### src/rtl/program_sequencer_if.sv
// Flow-control bus between the Nibbler microcode decoder/ROM and the program sequencer.
interface program_sequencer_if #(
  parameter int ADDR_W      = 12,
  parameter int OP_W        = 8,
  parameter int STACK_DEPTH = 4
);
  localparam int SP_W = $clog2(STACK_DEPTH + 1);

  logic              enable;
  logic [OP_W-1:0]   opcode;
  logic [2:0]        flow_op;
  logic              cond;
  logic [ADDR_W-1:0] target;

  logic [ADDR_W-1:0] pc;
  logic [OP_W-1:0]   instr;
  logic              phase;
  logic              halted;
  logic [SP_W-1:0]   sp;
  logic              overflow;
  logic              underflow;

  modport master (
    output enable, opcode, flow_op, cond, target,
    input  pc, instr, phase, halted, sp, overflow, underflow
  );

  modport slave (
    input  enable, opcode, flow_op, cond, target,
    output pc, instr, phase, halted, sp, overflow, underflow
  );
endinterface

### src/rtl/program_sequencer.sv
// Nibbler program-flow unit: PC, fetch register, fetch/execute phase, call/return stack and halt.
module program_sequencer #(
  parameter int                ADDR_W      = 12,
  parameter int                OP_W        = 8,
  parameter int                STACK_DEPTH = 4,
  parameter logic [ADDR_W-1:0] RESET_ADDR  = '0,
  parameter bit                PC_WRAP     = 1'b0
) (
  input  logic               clock,
  input  logic               reset,
  program_sequencer_if.slave bus
);
  localparam int SP_W  = $clog2(STACK_DEPTH + 1);
  localparam int IDX_W = (STACK_DEPTH > 1) ? $clog2(STACK_DEPTH) : 1;
  localparam logic [SP_W-1:0] SP_FULL = SP_W'(STACK_DEPTH);

  typedef enum logic {
    PH_FETCH = 1'b0,
    PH_EXEC  = 1'b1
  } phase_t;

  typedef enum logic [2:0] {
    FL_NEXT    = 3'd0,
    FL_JUMP    = 3'd1,
    FL_JUMP_IF = 3'd2,
    FL_CALL    = 3'd3,
    FL_RET     = 3'd4,
    FL_HALT    = 3'd5
  } flow_t;

  phase_t            phase_q;
  logic [ADDR_W-1:0] pc_q;
  logic [ADDR_W-1:0] pc_inc;
  logic [OP_W-1:0]   instr_q;
  logic              halted_q;
  logic [SP_W-1:0]   sp_q;
  logic              ovf_q;
  logic              unf_q;
  logic [IDX_W-1:0]  push_idx;
  logic [IDX_W-1:0]  pop_idx;
  logic [ADDR_W-1:0] stack_mem [STACK_DEPTH];

  // End of range: saturate at all-ones unless wrapping is selected.
  always_comb begin
    pc_inc = pc_q + ADDR_W'(1);
    if (!PC_WRAP && (pc_q == '1)) begin
      pc_inc = pc_q;
    end
  end

  assign push_idx = IDX_W'(sp_q);
  assign pop_idx  = IDX_W'(sp_q - SP_W'(1));

  always_ff @(posedge clock) begin
    if (!reset) begin
      pc_q     <= RESET_ADDR;
      instr_q  <= '0;
      phase_q  <= PH_FETCH;
      halted_q <= 1'b0;
      sp_q     <= '0;
      ovf_q    <= 1'b0;
      unf_q    <= 1'b0;
    end else if (bus.enable && !halted_q) begin
      unique case (phase_q)
        PH_FETCH: begin
          instr_q <= bus.opcode;
          pc_q    <= pc_inc;
          phase_q <= PH_EXEC;
        end
        PH_EXEC: begin
          phase_q <= PH_FETCH;
          // pc already points past the instruction, so it is the return address.
          case (bus.flow_op)
            FL_JUMP: pc_q <= bus.target;
            FL_JUMP_IF: begin
              if (bus.cond) begin
                pc_q <= bus.target;
              end
            end
            FL_CALL: begin
              if (sp_q < SP_FULL) begin
                stack_mem[push_idx] <= pc_q;
                sp_q                <= sp_q + SP_W'(1);
                pc_q                <= bus.target;
              end else begin
                ovf_q <= 1'b1;
              end
            end
            FL_RET: begin
              if (sp_q != '0) begin
                pc_q <= stack_mem[pop_idx];
                sp_q <= sp_q - SP_W'(1);
              end else begin
                unf_q <= 1'b1;
              end
            end
            FL_HALT: halted_q <= 1'b1;
            default: ;
          endcase
        end
        default: phase_q <= PH_FETCH;
      endcase
    end
  end

  assign bus.pc        = pc_q;
  assign bus.instr     = instr_q;
  assign bus.phase     = phase_q;
  assign bus.halted    = halted_q;
  assign bus.sp        = sp_q;
  assign bus.overflow  = ovf_q;
  assign bus.underflow = unf_q;
endmodule

### src/flat_wrapper.sv
// flat-port wrapper written by rule: the top's interface ports become plain ports
module program_sequencer_flat 
#(
  parameter int                ADDR_W      = 12,
  parameter int                OP_W        = 8,
  parameter int                STACK_DEPTH = 4,
  parameter logic [ADDR_W-1:0] RESET_ADDR  = '0,
  parameter bit                PC_WRAP     = 1'b0
)
  (clock, reset, bus_enable, bus_opcode, bus_flow_op, bus_cond, bus_target, bus_pc, bus_instr, bus_phase, bus_halted, bus_sp, bus_overflow, bus_underflow);
  program_sequencer_if #(.ADDR_W(ADDR_W), .OP_W(OP_W), .STACK_DEPTH(STACK_DEPTH)) bus_i ();
  input  logic clock;
  input  logic reset;
  input wire logic [$bits(bus_i.enable)-1:0] bus_enable;
  input wire logic [$bits(bus_i.opcode)-1:0] bus_opcode;
  input wire logic [$bits(bus_i.flow_op)-1:0] bus_flow_op;
  input wire logic [$bits(bus_i.cond)-1:0] bus_cond;
  input wire logic [$bits(bus_i.target)-1:0] bus_target;
  output wire logic [$bits(bus_i.pc)-1:0] bus_pc;
  output wire logic [$bits(bus_i.instr)-1:0] bus_instr;
  output wire logic [$bits(bus_i.phase)-1:0] bus_phase;
  output wire logic [$bits(bus_i.halted)-1:0] bus_halted;
  output wire logic [$bits(bus_i.sp)-1:0] bus_sp;
  output wire logic [$bits(bus_i.overflow)-1:0] bus_overflow;
  output wire logic [$bits(bus_i.underflow)-1:0] bus_underflow;
  assign bus_i.enable = bus_enable;
  assign bus_i.opcode = bus_opcode;
  assign bus_i.flow_op = bus_flow_op;
  assign bus_i.cond = bus_cond;
  assign bus_i.target = bus_target;
  assign bus_pc = bus_i.pc;
  assign bus_instr = bus_i.instr;
  assign bus_phase = bus_i.phase;
  assign bus_halted = bus_i.halted;
  assign bus_sp = bus_i.sp;
  assign bus_overflow = bus_i.overflow;
  assign bus_underflow = bus_i.underflow;
  program_sequencer #(.ADDR_W(ADDR_W), .OP_W(OP_W), .STACK_DEPTH(STACK_DEPTH), .RESET_ADDR(RESET_ADDR), .PC_WRAP(PC_WRAP)) u_core (.clock(clock), .reset(reset), .bus(bus_i));
endmodule
### config.mk
export PLATFORM = sky130hd
export DESIGN_NAME = program_sequencer_flat
export DESIGN_NICKNAME = d
export VERILOG_FILES = /design/src/rtl/program_sequencer_if.sv /design/src/rtl/program_sequencer.sv /design/src/flat_wrapper.sv
export SDC_FILE = /design/constraint.sdc
export NUM_CORES = 1
export LEC_CHECK = 0
export ABC_AREA = 1
export CAP_MARGIN = 20
export CORE_UTILIZATION = 30
export DETAILED_ROUTE_END_ITERATION = 10
export PLACE_DENSITY = 0.55
export SYNTH_ARGS = -nofsm -noshare
export SYNTH_HDL_FRONTEND = slang
export SYNTH_SLANG_ARGS = --single-unit
### constraint.sdc
create_clock -name clock -period 6.4 [get_ports clock]
set_input_delay 1.28 -clock clock [delete_from_list [all_inputs] [get_ports clock]]
set_output_delay 1.28 -clock clock [all_outputs]
set_load 0.01 [all_outputs]
[Yosys cells after proc, flatten, opt, wreduce, memory -nomap -nowiden]
Memory sizes are Yosys's and may differ from the RTL's.
Cells that the tools add are included.
Operators by class
  $lt $le $gt $ge: 1
  eq/ne operators: 13
  bitwise logic cells: 3
  reduce and logical (&&, ||, !) cells: 10
  muxes and demuxes: 16
  add/sub/neg operators: 3
Operator list (number)
  $mux W12: 4
  $pmux W12 S4: 1
  $pmux W12 S2: 1
  $add A12 B1 Y12 const B: 1
  $eq A12 B12 Y1 const B: 1
  $ne A3 B3 Y1 const B: 3
  $reduce_and A4 Y1: 2
  $eq A3 B2 Y1 const B: 2
  $eq A3 B3 Y1 const B: 2
  $mux W1: 6
  $mux W3: 2
  $pmux W3 S2: 1
  $reduce_and A6 Y1: 1
  $ne A5 B5 Y1 const B: 1
  $reduce_and A5 Y1: 1
  $ne A2 B1 Y1 const B: 2
  $add A3 B1 Y3 const B: 1
  $eq A3 B1 Y1 const B: 1
  $lt A3 B3 Y1 const B: 1
  $not A1 Y1: 3
  $reduce_and A3 Y1: 1
  $reduce_bool A3 Y1: 1
  $sub A3 B1 Y3 const B: 1
  $ne A2 B2 Y1 const B: 1
  other kinds (5): 5
Storage, ports and cells
  word-level logic and storage cells: 54
  bits in registers: 27
  output and inout port bits: 27
  input port bits: 27
  bits in writable memories: 48
  memories kept: 1
Memory list
  u_core.stack_mem: depth 4, bits a word 12, read ports 1, clocked after memory_dff 0, wr ports 1, line program_sequencer.sv:41  | logic [ADDR_W-1:0] stack_mem [STACK_DEPTH];

[Logic depth before layout (Yosys ltp)]
  word-level depth: 7
  depth in mapped cells: 14
  depth with buffers taken out: 11

[Least setup slack after synthesis]
No wires, ideal clock.
  kind: in2reg
  from: in bus_enable
  to: mem u_core.stack_mem[1][0], enable pin
  path slack: 3.718 ns
  stages on the path: 6
  library setup time: 0.380 ns
  arrival: 2.301 ns
  required time: 6.020 ns
  path buffers: 0
  cells stage by stage: inv_1 > nor2_1 > nand2_1 > inv_1 > nand3_1 > nor2_1
Between the ends
  word-level cells in the longest chain between the ends: 4
RTL lines
  start, declared: line flat_wrapper.sv:14  | input wire logic [$bits(bus_i.enable)-1:0] bus_enable;
  $logic_and A1 B1 Y1: line program_sequencer.sv:63  | end else if (bus.enable && !halted_q) begin
  $mux W1: line program_sequencer.sv:63
  $mux W1: line program_sequencer.sv:55  | if (!reset) begin
  $mux W1 (not written as such): line program_sequencer.sv:82  | stack_mem[push_idx] <= pc_q;
  end, declared: line program_sequencer.sv:41
No other way between the ends.

[Worst setup path after layout]
  from: in bus_enable
  to: mem u_core.stack_mem[1][9], enable pin
Same word-level chain as after synthesis.

==> summary by stage <==
Detailed routing
In this run, the number of DRC markers left after iteration 0 of detailed routing was 174. The final wirelength is 8860 um. The pre-antenna-repair detailed-routing pass consisted of 8 iterations. The number of vias per cell after detailed routing is 4.72. The total via count after detailed routing is 3038.

In the final routed layout, each cell accounts on average for 13.8 um. The count of nets left with antenna violations once routing finished came out at 0. After detailed routing, the number of remaining DRC violations is 1.

STA
For this run, the top clock speed supported by timing is 269 MHz. Across all setup checks in the final design, the least slack found is 2680 ps. Measured against its own limit, the worst slew margin works out to 0.308. The max-slew violation count was 0.

In the finished design, the share of the clock period the worst path needs comes to 0.581. Setup repair after global routing left no endpoint under its margin. At the pin with the least slew margin, the transition time is 1030 ps. The routed design could run at a clock period as short as 3720 ps. The number of endpoints with negative hold slack in the final report was 0.

Setup violations remaining at the end of the flow were counted as 0. After routing, the total negative slack on setup checks comes to 0 ps. Clock skew on the completed layout was measured at 5.91 ps.

Status
The run finished, with violations left. The final reports fail on DRC.

Yosys
Synthesis produced a netlist with a net count of 484. Among all flip-flop cells after synthesis, the most frequent one is edfxtp_1. The mapped netlist covers 3640 um^2. Of the total synthesized cell area, the portion taken by AND, OR, NAND and NOR gates is 0.318. Counting every instance in the synthesized netlist gives 451. Yosys printed 0 warnings. Of the total synthesized cell area, the portion taken by XOR and XNOR cells is 0.00482. The synthesis-stage register bit count is 75. The fraction of the mapped netlist area in compound gates was 0.0495. The number of enable-type register cells in the synthesized netlist is 48.

Of the synthesized area, sequential elements account for 0.545. After synthesis, the largest family of logic cells by area is simple AND/OR/NAND/NOR gates. The adder-cell share of the synthesized area is 0.0206. Measured against the total synthesized area, the mux share comes to 0. The number of different library cells in the post-synthesis netlist is 24. After synthesis, the share of flip-flops with an asynchronous set or reset is 0. The mean post-synth cell area is 8.06 um^2.

Worst setup path
The depth of the worst register-to-register path is 10. The critical path capture point type is a flip-flop. At the worst endpoint, the required time is 6350 ps. Across all register-to-register paths, the minimum setup slack is 3210 ps. STA classifies the critical path startpoint as an input port.

STA puts the critical path data arrival time at 3670 ps. In this run the worst path has a maximum fanout of 12. The setup path with the least slack is of type input port to flip-flop. The worst flop-to-flop path endpoint is u_core.bus.pc[9]$_SDFFE_PN0P_. The worst register-to-register path begins at u_core.bus.sp[0]$_SDFFE_PN0P_.

Die
The standard cell core area is 11600 um^2. The total die area is 12600 um^2. In this run the core area contains 39 standard-cell rows. The effective utilization at floorplan is 0.313.

The die outline width is 112 um. The floorplan step set the die height to 112 um. Pin placement for this block handled 54 I/O pins.

Placement
Once placement completed, the tool counted placed cells totaling 629. Detailed placement finished with a half-perimeter wire length of 6310 um. The minimum setup slack after placement is 2270 ps. Input and output buffers added on the ports amount to 53.

The congestion estimate from routability-driven global placement came to 0.799.

CTS
Clock tree synthesis inserted a total of 9 buffers. The H-tree was split into 3 levels. The count of clock tree sinks is 75.

The quantity of hold-fixing buffers added after cts is 0. The clock tree from TritonCTS is done. The number of buffers inserted by post-CTS setup repair is 0. The root buffer cell chosen for the clock tree is clkbuf_16. Clock-pin slew was measured on the worst setup and hold paths at 60 ps. Once the clock tree was built, the resizer swapped 0 gates to a different size. The later pin in the worst-skew pair is clocked with a latency of 330 ps. No sink is reached through more buffers than the 2 on the longest clock path.

Final layout
Summing all multi-input logic gate instances after layout gives 1430 um^2. The fill cell instance count of the final layout is 1203. Of the cells placed in the final design, the portion with a size suffix greater than 1 is 0.0519.

The area growth from synthesis to layout is 24.4%. 0 antenna diodes ended up in the layout. For this run, the share of the core covered by cells in the final layout is 0.390.

Excluding fillers, the count of instances in the completed layout stands at 644. The final layout contains 530 nets. Summing all flip-flop and latch instances after layout gives 1980 um^2.

GRT
In the global route stage, overall resource usage came out at 0.150. The initial antenna violation count is 0. The total overflow left after global routing is 0. The via count of the first global-routing pass is 2890. The first global-routing pass estimated 14600 um of wire. The largest net degree at the start of global routing is 31.

Min path
The worst hold path was traced through 2 stages. The worst min-delay path class is flip-flop to flip-flop. The sink of the worst hold path is u_core.bus.instr[5]$_SDFFE_PN0P_. The start point of the worst min-delay path is u_core.bus.instr[5]$_SDFFE_PN0P_.

Pwr
In this run the power density over the cells is 259 nW/um^2. The power after layout is 1.17 mW. For this design the static power due to leakage is 1.81 nW. Across the VDD grid, the largest voltage drop is 0.114 mV.

Flow run
The number of violations of the max-capacitance limit is 0.
## cell type report
cell class	count	area share
sequential	75	0.438
clock inverter	5	0.0122
multi-input combinational	326	0.316
clock buffer	10	0.0506
tap	143	0.0395
inverter	32	0.0265
timing repair buffer	53	0.117
## power breakdown
group / internal [mW] / switching [mW] / total (mW) / leakage, nW
sequential: 0.530 / 0.0274 / 0.558 / 0.662
combinational: 0.0586 / 0.0675 / 0.126 / 1.01
clock: 0.298 / 0.190 / 0.488 / 0.136
total: 0.887 / 0.285 / 1.17 / 1.81
## routing by layer
layer	GRT usage	up-vias	wire length, um
met5	0	-	0
met4	0.0507	0	131
met3	0.0329	11	536
met2	0.231	105	3970
met1	0.208	1371	4220
li1	-	1551	-
## Yosys cell counts (3+ instances only)
library cell  number  share of area
edfxtp_1          48           0.40
buf_2             13          0.018
nand4_1            3         0.0052
nor2_2             6          0.010
o21ai_0           11          0.015
inv_2              4         0.0041
inv_1             28          0.029
nand2_1          143           0.15
nand3_1           46          0.063
nor2_1            81          0.084
dfxtp_1           27           0.15
a21oi_1           16          0.022
o21ai_1            6         0.0083
ha_1               6          0.021
## sequential cells by signal (all words and copies together), names as in the netlist
signal,flops
u_core.bus.underflow,1
u_core.bus.overflow,1
u_core.bus.phase,1
u_core.bus.pc,12
u_core.bus.halted,1
u_core.bus.sp,3
u_core.bus.instr,8
u_core.stack_mem,48
## worst max path at each step
stage | startpoint | endpoint | slack (ps) | cells after the start
floorplan | bus_enable | u_core.stack_mem[1][0]$_DFFE_PP_ | 3720 | 6
global placement | reset | u_core.stack_mem[1][4]$_DFFE_PP_ | 2370 | 5
detailed placement | reset | u_core.stack_mem[1][7]$_DFFE_PP_ | 2270 | 5
CTS | reset | u_core.stack_mem[1][9]$_DFFE_PP_ | 2600 | 5
global route | reset | u_core.stack_mem[1][9]$_DFFE_PP_ | 2460 | 5
finish | bus_enable | u_core.stack_mem[1][9]$_DFFE_PP_ | 2680 | 7
## cell usage in the layout (no fill, tap or decap)
master,synthesis,layout
nand2_4,1,1
ha_1,6,6
a21oi_1,16,16
bufinv_16,0,1
nand3_1,46,46
clkbuf_16,0,9
xnor2_1,1,1
nand2_1,143,143
clkinv_4,0,1
clkdlybuf4s50_1,0,53
xor2_1,1,1
a41oi_1,1,1
clkinvlp_4,0,1
nor2_1,81,81
inv_1,28,28
nand4_1,3,3
edfxtp_1,48,48
nor2_2,6,6
nor3_1,1,1
clkbuf_1,1,1
dfxtp_1,27,27
a31oi_1,1,1
nand2_2,2,2
o21ai_0,11,11
inv_2,4,4
o21ai_1,6,6
clkinv_2,0,1
clkinv_1,0,1
## cell families after synthesis
| group | count (synthesis) |
|---|---|
| AOI/OAI and AO/OA | 35 |
| xor gates and xnor gates | 2 |
| adders and majority gates | 6 |
| buffers and inverters | 50 |
| DFF | 75 |
| and+or+nand+nor | 283 |
## worst max-delay path: stages
cell and delay [ps]:
clkdlybuf4s50_1 450, inv_1 40, nor2_1 560, nand2_1 140, inv_1 170, nand3_1 190
nor2_1 820
## metrics by stage
stage	cell area [um^2]	hold slack [ps]
2_1_floorplan	3640	486
3_3_place_gp	4240	457
3_5_place_dp	4240	458
4_1_cts	4520	471
5_1_grt	4520	488
6_report	4520	469
No activity file was read; power rests on OpenSTA's default activity.
